<file path="config.mk">
export PLATFORM = sky130hd
export DESIGN_NAME = register_file_mp
export DESIGN_NICKNAME = d
export VERILOG_FILES = /design/src/rtl/rf_pkg.sv /design/src/rtl/rf_clear_fsm.sv /design/src/rtl/register_file_mp.sv
export SDC_FILE = /design/constraint.sdc
export NUM_CORES = 1
export LEC_CHECK = 0
export ABC_AREA = 1
export BUFFER_PORTS_ARGS = -buffer_cell sky130_fd_sc_hd__buf_2
export CORE_ASPECT_RATIO = 0.7
export CORE_MARGIN = 8
export CORE_UTILIZATION = 35
export DETAILED_ROUTE_END_ITERATION = 8
export GPL_ROUTABILITY_DRIVEN = 0
export PLACE_DENSITY = 0.56
export SLEW_MARGIN = 25
export SYNTH_ARGS = -nofsm -noshare
export SYNTH_HDL_FRONTEND = slang
export SYNTH_HIERARCHICAL = 1
export SYNTH_SLANG_ARGS = --single-unit
export TNS_END_PERCENT = 5
</file>
<file path="constraint.sdc">
create_clock -name clk -period 2.01 [get_ports clk]
set_clock_uncertainty 0.1 [all_clocks]
set_input_delay 0.1005 -clock clk [delete_from_list [all_inputs] [get_ports clk]]
set_output_delay 0.1005 -clock clk [all_outputs]
set_load 0.03 [all_outputs]
</file>
<file path="src/rtl/rf_pkg.sv">
// Shared types and helpers for the mips_16 multi-port register file.
package rf_pkg;

  typedef enum logic [1:0] {
    IDLE  = 2'd0,
    CLEAR = 2'd1,
    DONE  = 2'd2
  } rf_clr_state_t;

  localparam logic [15:0] CTRL_RESET_DEFAULT = 16'h973F;

  function automatic int rf_depth(input int addr_w);
    return 1 << addr_w;
  endfunction

endpackage

</file>
<file path="src/rtl/rf_clear_fsm.sv">
// Bulk-clear sequencer: walks idx over entries 1..DEPTH-1, one entry per clock.
//   state | meaning
//   IDLE  | waiting for clr_req
//   CLEAR | zeroing entry idx this cycle
//   DONE  | clear finished, clr_done pulse
module rf_clear_fsm
  import rf_pkg::*;
#(
  parameter int ADDR_W = 3
) (
  input  logic              clk,
  input  logic              rst_n,
  input  logic              clr_req,
  output logic              clr_we,
  output logic [ADDR_W-1:0] clr_idx,
  output logic              clr_busy,
  output logic              clr_done
);

  localparam int DEPTH = rf_depth(ADDR_W);
  localparam logic [ADDR_W-1:0] IDX_LAST = ADDR_W'(DEPTH - 1);

  rf_clr_state_t     state_q, state_d;
  logic [ADDR_W-1:0] idx_q, idx_d;
  logic              clr_busy_q, clr_busy_d;
  logic              clr_done_q, clr_done_d;

  always_ff @(posedge clk or negedge rst_n) begin
    if (!rst_n) begin
      state_q    <= IDLE;
      idx_q      <= '0;
      clr_busy_q <= 1'b0;
      clr_done_q <= 1'b0;
    end else begin
      state_q    <= state_d;
      idx_q      <= idx_d;
      clr_busy_q <= clr_busy_d;
      clr_done_q <= clr_done_d;
    end
  end

  always_comb begin
    state_d = state_q;
    idx_d   = idx_q;
    case (state_q)
      IDLE: begin
        if (clr_req) begin
          state_d = CLEAR;
          idx_d   = ADDR_W'(1);
        end
      end
      CLEAR: begin
        if (idx_q == IDX_LAST) state_d = DONE;
        else                   idx_d   = idx_q + ADDR_W'(1);
      end
      DONE:    state_d = IDLE;
      default: state_d = IDLE;
    endcase
  end

  // Status flags are decoded from the next state so they leave a flop.
  always_comb begin
    clr_busy_d = (state_d != IDLE);
    clr_done_d = (state_d == DONE);
  end

  assign clr_we   = (state_q == CLEAR);
  assign clr_idx  = idx_q;
  assign clr_busy = clr_busy_q;
  assign clr_done = clr_done_q;

endmodule

</file>
<file path="src/rtl/register_file_mp.sv">
// Multi-port register file with boot-control entry 0 and bulk-clear engine.
// Optional RF_BYPASS_EN forwards in-flight write/clear data to the read ports.
module register_file_mp
  import rf_pkg::*;
#(
  parameter int                DATA_W     = 16,
  parameter int                ADDR_W     = 3,
  parameter int                RD_PORTS   = 2,
  parameter logic [DATA_W-1:0] CTRL_RESET = DATA_W'(CTRL_RESET_DEFAULT)
) (
  input  logic                         clk,
  input  logic                         rst_n,
  input  logic                         wr_en,
  input  logic [ADDR_W-1:0]            wr_addr,
  input  logic [DATA_W-1:0]            wr_data,
  input  logic [RD_PORTS*ADDR_W-1:0]   rd_addr,
  output logic [RD_PORTS*DATA_W-1:0]   rd_data,
  output logic [DATA_W-1:0]            ctrl_data,
  input  logic                         ctrl_done,
  input  logic                         clr_req,
  output logic                         clr_busy,
  output logic                         clr_done
);

  localparam int DEPTH = rf_depth(ADDR_W);

  logic [DATA_W-1:0] mem_q [DEPTH];
  logic [DATA_W-1:0] mem_d [DEPTH];
  logic [DATA_W-1:0] ctrl_q, ctrl_d;
  logic              clr_we;
  logic [ADDR_W-1:0] clr_idx;
  logic              wr_accept;
  logic [ADDR_W-1:0] rd_a;
  logic [DATA_W-1:0] rd_w;

  rf_clear_fsm #(.ADDR_W(ADDR_W)) u_clear_fsm (
    .clk      (clk),
    .rst_n    (rst_n),
    .clr_req  (clr_req),
    .clr_we   (clr_we),
    .clr_idx  (clr_idx),
    .clr_busy (clr_busy),
    .clr_done (clr_done)
  );

  assign wr_accept = wr_en && (wr_addr != '0) && !clr_busy;

  // Slot 0 of mem is never written; the boot-control word lives in ctrl_q.
  always_comb begin
    mem_d = mem_q;
    if (wr_accept) mem_d[wr_addr] = wr_data;
    if (clr_we)    mem_d[clr_idx] = '0;
    mem_d[0] = '0;
    ctrl_d = ctrl_done ? '0 : ctrl_q;
  end

  always_ff @(posedge clk or negedge rst_n) begin
    if (!rst_n) begin
      for (int i = 0; i < DEPTH; i++) mem_q[i] <= '0;
      ctrl_q <= CTRL_RESET;
    end else begin
      mem_q  <= mem_d;
      ctrl_q <= ctrl_d;
    end
  end

  always_comb begin
    rd_data = '0;
    rd_a    = '0;
    rd_w    = '0;
    for (int k = 0; k < RD_PORTS; k++) begin
      rd_a = rd_addr[k*ADDR_W +: ADDR_W];
      rd_w = (rd_a == '0) ? '0 : mem_q[rd_a];
`ifdef RF_BYPASS_EN
      if (wr_accept && (rd_a == wr_addr)) rd_w = wr_data;
      if (clr_we && (rd_a == clr_idx))    rd_w = '0;
`endif
      rd_data[k*DATA_W +: DATA_W] = rd_w;
    end
  end

  assign ctrl_data = ctrl_q;

endmodule

</file>
==> impl_metrics.tcl <==
set metrics [dict create \
    synth-compound-area-share 0.0436 \
    setup.worst_path.end "rd_data[24]" \
    htreeDepth 4 \
    place.port_buffers 74 \
    core_sq_um 21700 \
    viasPerCell 4.98 \
    maxClockFrequency_ghz 0.543 \
    wirelength_um 28100 \
    overall_track_demand_over_capacity_in_global_routing 0.208 \
    synth_warnings 6 \
    adder_cell_share_of_the_synthesized_area 0.00323 \
    worst_setup_path_end_kind "primary output" \
    slowest_stage "sky130_fd_sc_hd__dfrtp_1" \
    synth_top_family_by_area "simple AND/OR/NAND/NOR gates" \
    place.detailed.instances 1538 \
    crit_start "mem_q[72]" \
    clock_path_buffers 2 \
    route.antenna.remaining_nets 0 \
    final_layout_size_suffix_gt1_frac 0.137 \
    drc 0 \
    tritoncts "yes" \
    whs_path_depth 4 \
    syn2layout_area_growth_pct 19.2 \
    critical_path.max_fanout 2 \
    numCtsBuffers 17 \
    syn_area_sq_um 7750 \
    crit-reg2reg-capture "mem_q[45]" \
    leakage_power_nw 5.03 \
    detailedRoute.firstPassIterationCount 6 \
    layout.cells.non_filler 1583 \
    grt_pass1_wl_um 43800 \
    power_density_nw_per_um2 1200 \
    dieHeight_um 140 \
    final.min_clock_period_ps 1840 \
    synth-xor-area-share 0 \
    antennaDiodeCount 0 \
    drt_first_iter_violations 897 \
    syn_inst 1211 \
    simple_logic_cell_fraction_of_the_synthesized_area 0.463 \
    grt_antenna_before_repair 0 \
    critical_path.cell_chain "inv_1 -> nand2_1 -> nand3_1 -> o21ai_0 -> nand2_1 -> nand2_1 -> buf_2" \
    pin_count_of_the_biggest_net_entering_global_routing 38 \
    setup_repair_after_global_routing_missed_its_margin "no" \
    tightestPinTransition_ps 589 \
    root_buffer "sky130_fd_sc_hd__clkbuf_16" \
    worst_case_hold_slack_ps 30.1 \
    std_cell_rows 45 \
    worstSkewPairLatency_ps 420 \
    synth_sequential_area_ratio 0.388 \
    maxSlewHeadroom 0.607 \
    worst_path_most_repeated_cell "sky130_fd_sc_hd__nand2_1" \
    vias_in_the_first_global_route 7112 \
    syn-mean-instance-area_sq_um 6.40 \
    worstSetupStartpointType "flip-flop" \
    synth.lib_cells_used.distinct 25 \
    synth.area.mux_share 0 \
    hold_viol_final 0 \
    reg2reg_setup_slack_ps 480 \
    start_util 0.357 \
    total_of_flip_flops_plus_latches_after_synthesis 120 \
    detailed_place_hpwl_um 19000 \
    postLayoutCoreUtil 0.426 \
    timing.max_cap.violations 0 \
    critical_path_arrival_ps 1640 \
    floorplan.io_pins 80 \
    clkSlewWorstSetupHoldPaths_ps 50 \
    dr_total_vias 7877 \
    reg_to_reg_critical_path_startpoint "u_clear_fsm/clr_busy" \
    routed_wl_per_cell_um 17.8 \
    critPathRequiredTime_ps 1810 \
    setup_viol 0 \
    cts_num_sinks 120 \
    critical-path-max-stage-delay_ps 380 \
    die_width_um 194 \
    min_path_type "in -> reg" \
    layout_nets 1322 \
    status "finished clean" \
    design.die.area_sq_um 27200 \
    worstRegToRegCells 7 \
    slew_violations 0 \
    cts_post_setup_buffers_inserted 0 \
    final.period_utilization 0.917 \
    n_fill_cell 2287 \
    grt.overflow.total 0 \
    post_route_setup_tns_ps 0 \
    setup.worst_path.class "reg -> out" \
    vdd_drop_max_v 0.000582 \
]
cell usage after synthesis:
master / number / share of area
sky130_fd_sc_hd__a21oi_1: 6 / 0.0039
sky130_fd_sc_hd__a21oi_2: 2 / 0.0023
sky130_fd_sc_hd__a21oi_4: 8 / 0.017
sky130_fd_sc_hd__buf_1: 4 / 0.0019
sky130_fd_sc_hd__buf_2: 25 / 0.016
sky130_fd_sc_hd__buf_4: 15 / 0.015
sky130_fd_sc_hd__buf_6: 13 / 0.019
sky130_fd_sc_hd__clkbuf_1: 25 / 0.012
sky130_fd_sc_hd__clkinv_1: 3 / 0.0015
sky130_fd_sc_hd__conb_1: 1 / 0.00048
sky130_fd_sc_hd__dfrtp_1: 119 / 0.38
sky130_fd_sc_hd__dfstp_2: 1 / 0.0034
sky130_fd_sc_hd__ha_1: 2 / 0.0032
sky130_fd_sc_hd__inv_1: 74 / 0.036
sky130_fd_sc_hd__inv_2: 1 / 0.00048
sky130_fd_sc_hd__inv_4: 1 / 0.00081
sky130_fd_sc_hd__nand2_1: 501 / 0.24
sky130_fd_sc_hd__nand2_2: 2 / 0.0016
sky130_fd_sc_hd__nand3_1: 134 / 0.087
sky130_fd_sc_hd__nand3_2: 1 / 0.0013
sky130_fd_sc_hd__nand3_4: 2 / 0.0045
sky130_fd_sc_hd__nand4_4: 1 / 0.0027
sky130_fd_sc_hd__nor2_1: 230 / 0.11
sky130_fd_sc_hd__nor2_4: 8 / 0.012
sky130_fd_sc_hd__o21ai_0: 32 / 0.021
area by class of cell:
| class | instances | area (sq um) | area share |
|---|---|---|---|
| inverters | 79 | 299 | 0.0324 |
| clock inverters | 8 | 97.6 | 0.0106 |
| well taps | 282 | 353 | 0.0382 |
| repair buffers | 138 | 1040 | 0.113 |
| multi-input cells | 934 | 3970 | 0.429 |
| flip-flops and latches | 120 | 3000 | 0.325 |
| clock buffers | 22 | 474 | 0.0514 |
report_power, final:
group | internal [mW] | switching, mW
sequential | 3.34 | 0.686
combinational | 1.45 | 2.60
clock | 1.90 | 1.14
total | 6.69 | 4.43
critical path, delay by kind of cell (launching register included):
family	cells	cell delay, ps
buffers and inverters	2	350
DFF	1	380
and+or+nand+nor	4	400
AOI/OAI and AO/OA	1	90
cells in the final DEF (no fill, tap or decap):
cell type / count
sky130_fd_sc_hd__a21oi_4: 8
sky130_fd_sc_hd__clkinv_1: 3
sky130_fd_sc_hd__clkinv_2: 3
sky130_fd_sc_hd__dfrtp_1: 119
sky130_fd_sc_hd__nor2_4: 8
sky130_fd_sc_hd__clkbuf_16: 17
sky130_fd_sc_hd__bufinv_16: 2
sky130_fd_sc_hd__nand2_1: 501
sky130_fd_sc_hd__buf_12: 12
sky130_fd_sc_hd__dlygate4sd3_1: 15
sky130_fd_sc_hd__nor2_1: 230
sky130_fd_sc_hd__nand3_4: 2
sky130_fd_sc_hd__a21oi_2: 2
sky130_fd_sc_hd__clkbuf_8: 3
sky130_fd_sc_hd__a21oi_1: 6
sky130_fd_sc_hd__nand2_2: 2
sky130_fd_sc_hd__conb_1: 5
sky130_fd_sc_hd__inv_2: 1
sky130_fd_sc_hd__ha_1: 2
sky130_fd_sc_hd__inv_4: 1
sky130_fd_sc_hd__clkbuf_1: 2
sky130_fd_sc_hd__dfstp_2: 1
sky130_fd_sc_hd__inv_1: 74
sky130_fd_sc_hd__nand3_1: 134
sky130_fd_sc_hd__o21ai_0: 32
sky130_fd_sc_hd__nand4_4: 1
sky130_fd_sc_hd__clkinvlp_4: 3
sky130_fd_sc_hd__buf_2: 73
sky130_fd_sc_hd__nand3_2: 1
sky130_fd_sc_hd__buf_4: 38
worst min path at each step:
| stage | start | slack (ps) | end |
|---|---|---|---|
| 2_1_floorplan | rst_n | -300 | mem_q[0] |
| 3_3_place_gp | rst_n | 30 | mem_q[14] |
| 3_5_place_dp | rst_n | 40 | mem_q[14] |
| 4_1_cts | wr_addr[0] | 20 | mem_q[104] |
| 5_1_grt | wr_addr[0] | 50 | mem_q[104] |
| 6_report | wr_addr[0] | 30 | mem_q[104] |
logic make-up after synthesis:
| group | after synthesis |
|---|---|
| other cells | 1 |
| buf+inv | 161 |
| fa+ha+maj | 2 |
| flops | 120 |
| compound gates | 48 |
| simple gates | 879 |
flip-flops by register name, summed over array words and instances, names as in the netlist:
register / flops
ctrl_data: 1
mem_q: 112
u_clear_fsm/clr_busy: 1
u_clear_fsm/state_q: 2
u_clear_fsm/clr_idx: 3
u_clear_fsm/clr_done: 1
per-layer routing:
metal / part of all wire / track usage
met5: 0 / 0
met4: 0.010 / 0.0449
met3: 0.11 / 0.0692
met2: 0.40 / 0.284
met1: 0.48 / 0.308
per-stage QoR:
step	setup WS [ps]	area (sq um)	total power, mW
global placement	412	8510	8.00
CTS	225	9230	11.1
global route	89.1	9230	11.9
floorplan	455	7760	6.72
finish	168	9230	11.1
detailed placement	411	8510	8.07
what timing repair did:
| item | 4_1_cts | 5_1_grt |
|---|---|---|
| endpoints found under the hold margin | 91 | 0 |
| gates resized for setup | 0 | 0 |
| hold buffers | 15 | 0 |
| setup endpoints to repair | 0 | 0 |
Power figures use the tool's default switching activity.
